`src/rtl/mem_access_unit.sv`:
```
// rtl/mem_access_unit.sv - MEM-stage access controller: byte/half/word loads and stores,
// sub-word stores as a two-cycle read-modify-write against a word-addressed data memory.
module mem_access_unit #(
   parameter int ADDR_SIZE = 5,
   parameter int SLOT_SIZE = 32
) (
   input  logic                 i_clk,
   input  logic                 i_reset,
   input  logic                 i_flush,
   input  logic                 i_req_valid,
   input  logic                 i_mem_wr,
   input  logic                 i_mem_rd,
   input  logic [1:0]           i_size,
   input  logic                 i_unsigned,
   input  logic [31:0]          i_addr,
   input  logic [31:0]          i_wr_data,
   input  logic [SLOT_SIZE-1:0] i_mem_data,
   output logic                 o_mem_wr_rd,
   output logic [ADDR_SIZE-1:0] o_mem_addr,
   output logic [SLOT_SIZE-1:0] o_mem_data,
   output logic [31:0]          o_rd_data,
   output logic                 o_done,
   output logic                 o_misaligned,
   output logic                 o_stall
);

   typedef enum logic {IDLE, RMW_WRITE} state_t;

   state_t                 state_q, state_d;
   logic [31:0]            merge_q, merge_d;
   logic [31:0]            rd_data_q, rd_data_d;
   logic [ADDR_SIZE-1:0]   idx_q, idx_d;
   logic                   done_q, done_d;
   logic                   mis_q, mis_d;

   logic [ADDR_SIZE-1:0]   word_idx;
   logic [1:0]             lane;
   logic                   misaligned;
   logic                   accept;
   logic [7:0]             lane_byte;
   logic [15:0]            lane_half;
   logic [31:0]            load_ext;
   logic [31:0]            merged;

   assign word_idx = i_addr[ADDR_SIZE+1:2];
   assign lane     = i_addr[1:0];
   assign accept   = i_req_valid && !i_flush && (i_mem_wr || i_mem_rd);

   always_comb begin
      misaligned = 1'b0;
      case (i_size)
         2'b00:   misaligned = 1'b0;
         2'b01:   misaligned = i_addr[0];
         default: misaligned = |i_addr[1:0];
      endcase
   end

   // Load path: pick the addressed lane, then sign- or zero-extend it.
   always_comb begin
      lane_byte = i_mem_data[{lane, 3'b000} +: 8];
      lane_half = i_addr[1] ? i_mem_data[31:16] : i_mem_data[15:0];
      case (i_size)
         2'b00:   load_ext = {{24{~i_unsigned & lane_byte[7]}}, lane_byte};
         2'b01:   load_ext = {{16{~i_unsigned & lane_half[15]}}, lane_half};
         default: load_ext = i_mem_data;
      endcase
   end

   // Store merge: the current word with only the addressed lane replaced.
   always_comb begin
      merged = i_mem_data;
      if (i_size == 2'b00) begin
         merged[{lane, 3'b000} +: 8] = i_wr_data[7:0];
      end else begin
         merged[{i_addr[1], 4'b0000} +: 16] = i_wr_data[15:0];
      end
   end

   always_comb begin
      state_d     = state_q;
      merge_d     = merge_q;
      idx_d       = idx_q;
      rd_data_d   = rd_data_q;
      done_d      = 1'b0;
      mis_d       = 1'b0;
      o_mem_wr_rd = 1'b0;
      o_mem_addr  = word_idx;
      o_mem_data  = i_wr_data;
      o_stall     = 1'b0;
      case (state_q)
         IDLE: begin
            if (accept) begin
               if (misaligned) begin
                  done_d = 1'b1;
                  mis_d  = 1'b1;
               end else if (i_mem_wr) begin
                  if (!i_size[1]) begin
                     merge_d = merged;
                     idx_d   = word_idx;
                     o_stall = 1'b1;
                     state_d = RMW_WRITE;
                  end else begin
                     o_mem_wr_rd = 1'b1;
                     done_d      = 1'b1;
                  end
               end else begin
                  rd_data_d = load_ext;
                  done_d    = 1'b1;
               end
            end
         end
         RMW_WRITE: begin
            o_mem_addr = idx_q;
            o_mem_data = merge_q;
            o_stall    = 1'b1;
            state_d    = IDLE;
            if (!i_flush) begin
               o_mem_wr_rd = 1'b1;
               done_d      = 1'b1;
            end
         end
         default: state_d = IDLE;
      endcase
      // Reset must never let a half-finished RMW reach memory.
      if (i_reset) begin
         o_mem_wr_rd = 1'b0;
         o_stall     = 1'b0;
         o_mem_addr  = '0;
         o_mem_data  = '0;
      end
   end

   always_ff @(posedge i_clk) begin
      if (i_reset) begin
         state_q   <= IDLE;
         merge_q   <= '0;
         idx_q     <= '0;
         rd_data_q <= '0;
         done_q    <= 1'b0;
         mis_q     <= 1'b0;
      end else begin
         state_q   <= state_d;
         merge_q   <= merge_d;
         idx_q     <= idx_d;
         rd_data_q <= rd_data_d;
         done_q    <= done_d;
         mis_q     <= mis_d;
      end
   end

   assign o_rd_data    = rd_data_q;
   assign o_done       = done_q;
   assign o_misaligned = mis_q;

endmodule

```
`config.mk`:
```
export PLATFORM = sky130hd
export DESIGN_NAME = mem_access_unit
export DESIGN_NICKNAME = d
export VERILOG_FILES = /design/src/rtl/mem_access_unit.sv
export SDC_FILE = /design/constraint.sdc
export NUM_CORES = 1
export LEC_CHECK = 0
export BUFFER_PORTS_ARGS = -buffer_cell sky130_fd_sc_hd__buf_2
export CAP_MARGIN = 15
export CORE_ASPECT_RATIO = 0.9
export CORE_MARGIN = 2
export CORE_UTILIZATION = 25
export CTS_CLUSTER_SIZE = 24
export DETAILED_ROUTE_END_ITERATION = 7
export GPL_TIMING_DRIVEN = 0
export PLACE_DENSITY = 0.54
export SYNTH_ARGS = -nofsm -noshare
export SYNTH_HDL_FRONTEND = slang
export SYNTH_SLANG_ARGS = --single-unit
```
`constraint.sdc`:
```
create_clock -name i_clk -period 3.39 [get_ports i_clk]
set_input_delay 0.678 -clock i_clk [delete_from_list [all_inputs] [get_ports i_clk]]
set_output_delay 0.678 -clock i_clk [all_outputs]
set_load 0.02 [all_outputs]
```
; Word-level counts from Yosys, hierarchy flattened
; Index checks and enable logic that the tools add are counted.
[classes]
addsub = 2
n_eq_ne = 1
shifts = 5
n_mux = 29
n_bitwise = 8
n_reduce_logical = 9
[ops]
columns = op, n
row1 = $mux W32, 3
row2 = $bwmux W32, 2
row3 = $pmux W32 S2, 1
row4 = $shift A16 B7 Y32 const A, 1
row5 = $shift A8 B7 Y32 const A, 1
row6 = $shiftx A16 B7 Y32, 1
row7 = $shiftx A32 B6 Y8, 1
row8 = $shiftx A8 B7 Y32, 1
row9 = $mux W16, 1
row10 = $mux W1, 15
row11 = $neg A5 Y7, 2
row12 = $mux W5, 2
row13 = $pmux W1 S2, 5
row14 = $not A1 Y1, 6
row15 = $reduce_and A5 Y1, 1
row16 = $reduce_and A4 Y1, 1
row17 = $reduce_or A3 Y1, 1
row18 = $and A1 B1 Y1, 2
row19 = $eq A2 B1 Y1 const B, 1
row20 = $logic_and A1 B1 Y1, 2
row21 = $logic_not A2 Y1, 1
row22 = $reduce_or A2 Y1, 1
row23 = $logic_not A1 Y1, 1
row24 = $logic_or A1 B1 Y1, 1
[word_totals]
ff_bits = 72
inputBits = 105
output_inout_bits = 73
elab_cells = 60

; Depth between registers and ports, before layout
[logic_depth]
word_depth = 6
ltp_mapped = 9
ltp_nobuf = 6

; Least setup slack after synthesis
; No wires, ideal clock.
[synth_timing]
path_type = input to register
start = input port i_addr[0]
end = register merge_q[17]
setup_time_ns = 0.078
t_arrival_ns = 2.742
required_ns = 3.312
slack_ns = 0.570
path_stages = 9
path_buffers = 3
path_cell_list = buf_4 > buf_1 > inv_1 > ha_1 > or3b_1 > buf_6 > o41ai_4 > a221oi_1 > nor3_1
[synth_via]
elab_chain_cells = 4
elab_cells_between_ends = 9
classes_between = add/sub (1) / shift (2) / mux (3) / bitwise (1) / reduce/logical (2)
[synth_lines]
columns = item, line_no
row1 = start: declaration, 15  ; input logic [31:0] i_addr,
row2 = $neg A5 Y7 / $reduce_or A2 Y1 (equally long branches), "73, 54"
row3 = "$shiftx A8 B7 Y32, or another cell as far along", 73  ; merged[{lane, 3'b000} +: 8] = i_wr_data[7:0];
row4 = $bwmux W32 / $not A1 Y1 (equally long branches), n/a
row5 = $mux W32 / $reduce_and A5 Y1 (equally long branches), n/a
row6 = end signal: assignment, 143  ; merge_q <= merge_d;
row7 = end: declaration, 30  ; logic [31:0] merge_q, merge_d;
; Several ways; a longest one is shown, not always the timed one.
; A chain may end at the register's enable or synchronous reset.

; Worst setup path after layout
[layout_timing]
start = input port i_size[1]
end = output port o_mem_wr_rd
[layout_via]
elab_chain_cells = 6
elab_cells_between_ends = 9
classes_between = eq/ne (1) / mux (7) / reduce/logical (1)
[layout_lines]
columns = item, line_no
row1 = start: declaration, 13  ; input logic [1:0] i_size,
row2 = "$eq A2 B1 Y1, or another cell as far along", 51  ; case (i_size)
row3 = $pmux W1 S2 / $mux W1 (equally long branches), "51, 96"
row4 = $mux W1 (*), 93  ; if (misaligned) begin
row5 = $mux W1 (*), 92  ; if (accept) begin
row6 = $pmux W1 S2 (*), 90  ; case (state_q)
row7 = $mux W1 (*), 125  ; if (i_reset) begin
row8 = end: declaration, 18  ; output logic o_mem_wr_rd,
; Mark *: on every way between the ends. The rest lies on a longest branch, timed or not.

==> summary.md <==
| Metric | Value |
|---|---|
| Crit-path max FO | `10` |
| Initial DRC count | `528` |
| Final Non-Filler Cells | `1,002` |
| Overall Global Routing Usage | `19.25%` |
| Register area share after synthesis | `31.37%` |
| Syn-to-layout area delta | `29.38%` |
| Layout cells sized above 1 | `26.29%` |
| Gr ovfl total | `0` |
| Yosys Warn Count | `0` |
| Primary FF master, synth | `dfxtp_1` |
| Worst Setup End Kind | `output port` |
| Ys async rst share | `0%` |
| Die width | `146.9 microns` |
| Number of global-route vias before repair | `4,939` |
| Synth top cells by count | `72 x dfxtp_1, 67 x nand2_1, 65 x nor2_1` |
| Setup violations, final | `0` |
| Setup bufs post-CTS | `0` |
| WL final | `19,120 microns` |
| Max-slew violations | `0` |
| CTS tree | `built` |
| Worst min path class | `flop to flop` |
| I/O Buffers | `149` |
| EDFF count, synth | `0` |
| Max frequency | `0.3128 GHz` |
| DP HPWL | `15,020 microns` |
| Wire per inst | `19.08 microns` |
| Htree depth | `3` |
| Clk_lat worst skew | `350 ps` |
| Most frequent cell after synthesis | `dfxtp_1` |
| Worst-Margin Slew | `852.8 ps` |
| Post-route ant nets | `0` |
| Drt via density | `5.253` |
| Cell variety after synth | `50` |
| Worst slew margin | `43.15%` |
| Final TNS setup | `0 ps` |
| Mapped Nets | `702` |
| Root Buffer | `clkbuf_16` |
| Vias post-DR | `5,264` |
| Final nets | `862` |
| Placer Congestion | `0.9625` |
| CTS buffer count | `9` |
| Power Density | `387.3 nW/um^2` |
| Flops & latches, synth | `72` |
| Area share of the largest cell type after synthesis | `31.37%` |
| Arrival time at the worst endpoint | `2520 ps` |
| Critical Path RT | `2710 ps` |
| Setup crit start kind | `input pin` |
| Final WS setup | `193.4 ps` |
| Fill cell count | `1,989` |
| Initial Util | `25.28%` |
| Rows | `47` |
| Post-CTS Resized | `0` |
| Initial antenna violation count | `0` |
| Max Cap Violations | `0` |
| Mapped cell area | `4594 sq um` |
| Worst-path clk slew | `50 ps` |
| Cells after DPL | `986` |
| Period Utilization, post-route | `94.29%` |
| DRT Pass-1 Iters | `5` |
| Area contributors post-synth | `dfxtp_1 31%, mux2i_1 12%, a21oi_1 6.6%` |
| Max rail drop VDD | `0.2055 mV` |
| Largest net degree at the start of global routing | `14` |
| Tmin final | `3197 ps` |
| Ant diodes | `0` |
| Mean Syn Cell Area | `7.761 sq um` |
| Mapped Cells | `592` |
| Die Span Y | `132.6 microns` |
| Max Clock Skew | `9.932 ps` |
| Total Die Area | `19,480 sq um` |
| CTS Hold Buffers Added | `0` |
| Unrepaired setup endpoints after global routing | `no` |
| Clk sinks | `72` |
| CTS max path bufs | `2` |
| Final hold vios | `0` |
| Area of the core | `18,170 sq um` |
| First-pass GRT wire length | `28,910 microns` |
| Critical path class | `input pin to output port` |
| Area leader, netlist | `dfxtp_1` |
| Status | `complete, no violations` |
| DRC violations left | `0` |
| Dpl ws | `-56.23 ps` |
| Num ports | `178` |
| LEAKAGE | `2.376 nW` |
[routing by layer]
metal  routed length, microns  global-route usage, %  vias up
met5                        0                      0        -
met4                      390                  5.288        0
met1                     8773                  27.21     2499
li1                         -                      -     2519
met2                     8454                  28.95      218
met3                     1496                  5.069       28
[final timing paths]
| check | startpoint | cells past startpoint | to | slack [ps] |
|---|---|---|---|---|
| min reg2reg | merge_q[13] | 2 | merge_q[13] | 450 |
| max | i_size[1] | 7 | o_mem_wr_rd | 190 |
| max reg2reg | state_q | 6 | o_rd_data[19] | 1190 |
| min | merge_q[13] | 2 | merge_q[13] | 450 |
[logic make-up after synthesis]
kind of cell | synth area share, %
mux | 12.77
simple gates | 21.41
fa+ha+maj | 1.362
compound gates | 25.90
flops | 31.37
buf+inv | 7.189
[per-stage QoR]
step                hold slack [ps]  power, mW  utilization [%]  cell area [sq um]
floorplan                     431.5      1.167                -               4594
global placement              444.7      1.359            31.07               5647
detailed placement            449.9      1.359            31.07               5647
CTS                           457.8      2.317            32.71               5944
global route                  478.7      2.408            32.71               5944
finish                        453.7      2.302            32.71               5944
[cell usage in the layout, fill, tap and decap left out, types with 3 or more instances in the layout]
cell type / Yosys / layout
nand2_1: 67 / 67
o21ai_0: 11 / 11
inv_1: 17 / 17
nand2b_1: 3 / 3
a21oi_1: 61 / 61
nand3_1: 47 / 47
mux2i_1: 53 / 53
dfxtp_1: 72 / 72
a31o_2: 6 / 6
ha_1: 5 / 5
clkinv_1: 3 / 3
a221oi_1: 22 / 22
clkbuf_1: 30 / 31
mux2_2: 3 / 3
nor2_1: 65 / 65
nor2b_1: 3 / 3
buf_1: 11 / 11
clkbuf_16: 0 / 9
buf_2: 15 / 164
nor3_1: 17 / 17
o32ai_1: 6 / 6
a221o_1: 9 / 9
o221ai_1: 8 / 8
a311oi_1: 23 / 23
[final cells by class]
cell class	count	area [sq um]	share of cell area [%]
clock inverter	6	68.82	1.158
tap	245	306.5	5.157
inverter	20	75.07	1.263
multi-input combinational	441	2823	47.48
sequential	72	1441	24.25
buffer	59	255.2	4.294
timing repair buffer	149	745.7	12.54
clock buffer	10	229.0	3.852
[sequential cells by signal, indices dropped and copies added, names as in the netlist]
name and flops:
merge_q 32, o_rd_data 32, idx_q 5, o_done 1, o_misaligned 1, state_q 1
[worst max-delay path, stage by stage]
cell	delay (ps)
buf_2	100
buf_2	220
buf_1	400
buf_1	490
a41oi_1	200
nor3_1	220
buf_2	210
[power breakdown]
part	internal [mW]	switching [mW]	total, mW
sequential	0.866	0.0109	0.877
clock	0.573	0.381	0.954
combinational	0.159	0.312	0.471
total	1.60	0.704	2.30
Note: power is estimated with default switching activity, not from simulation.
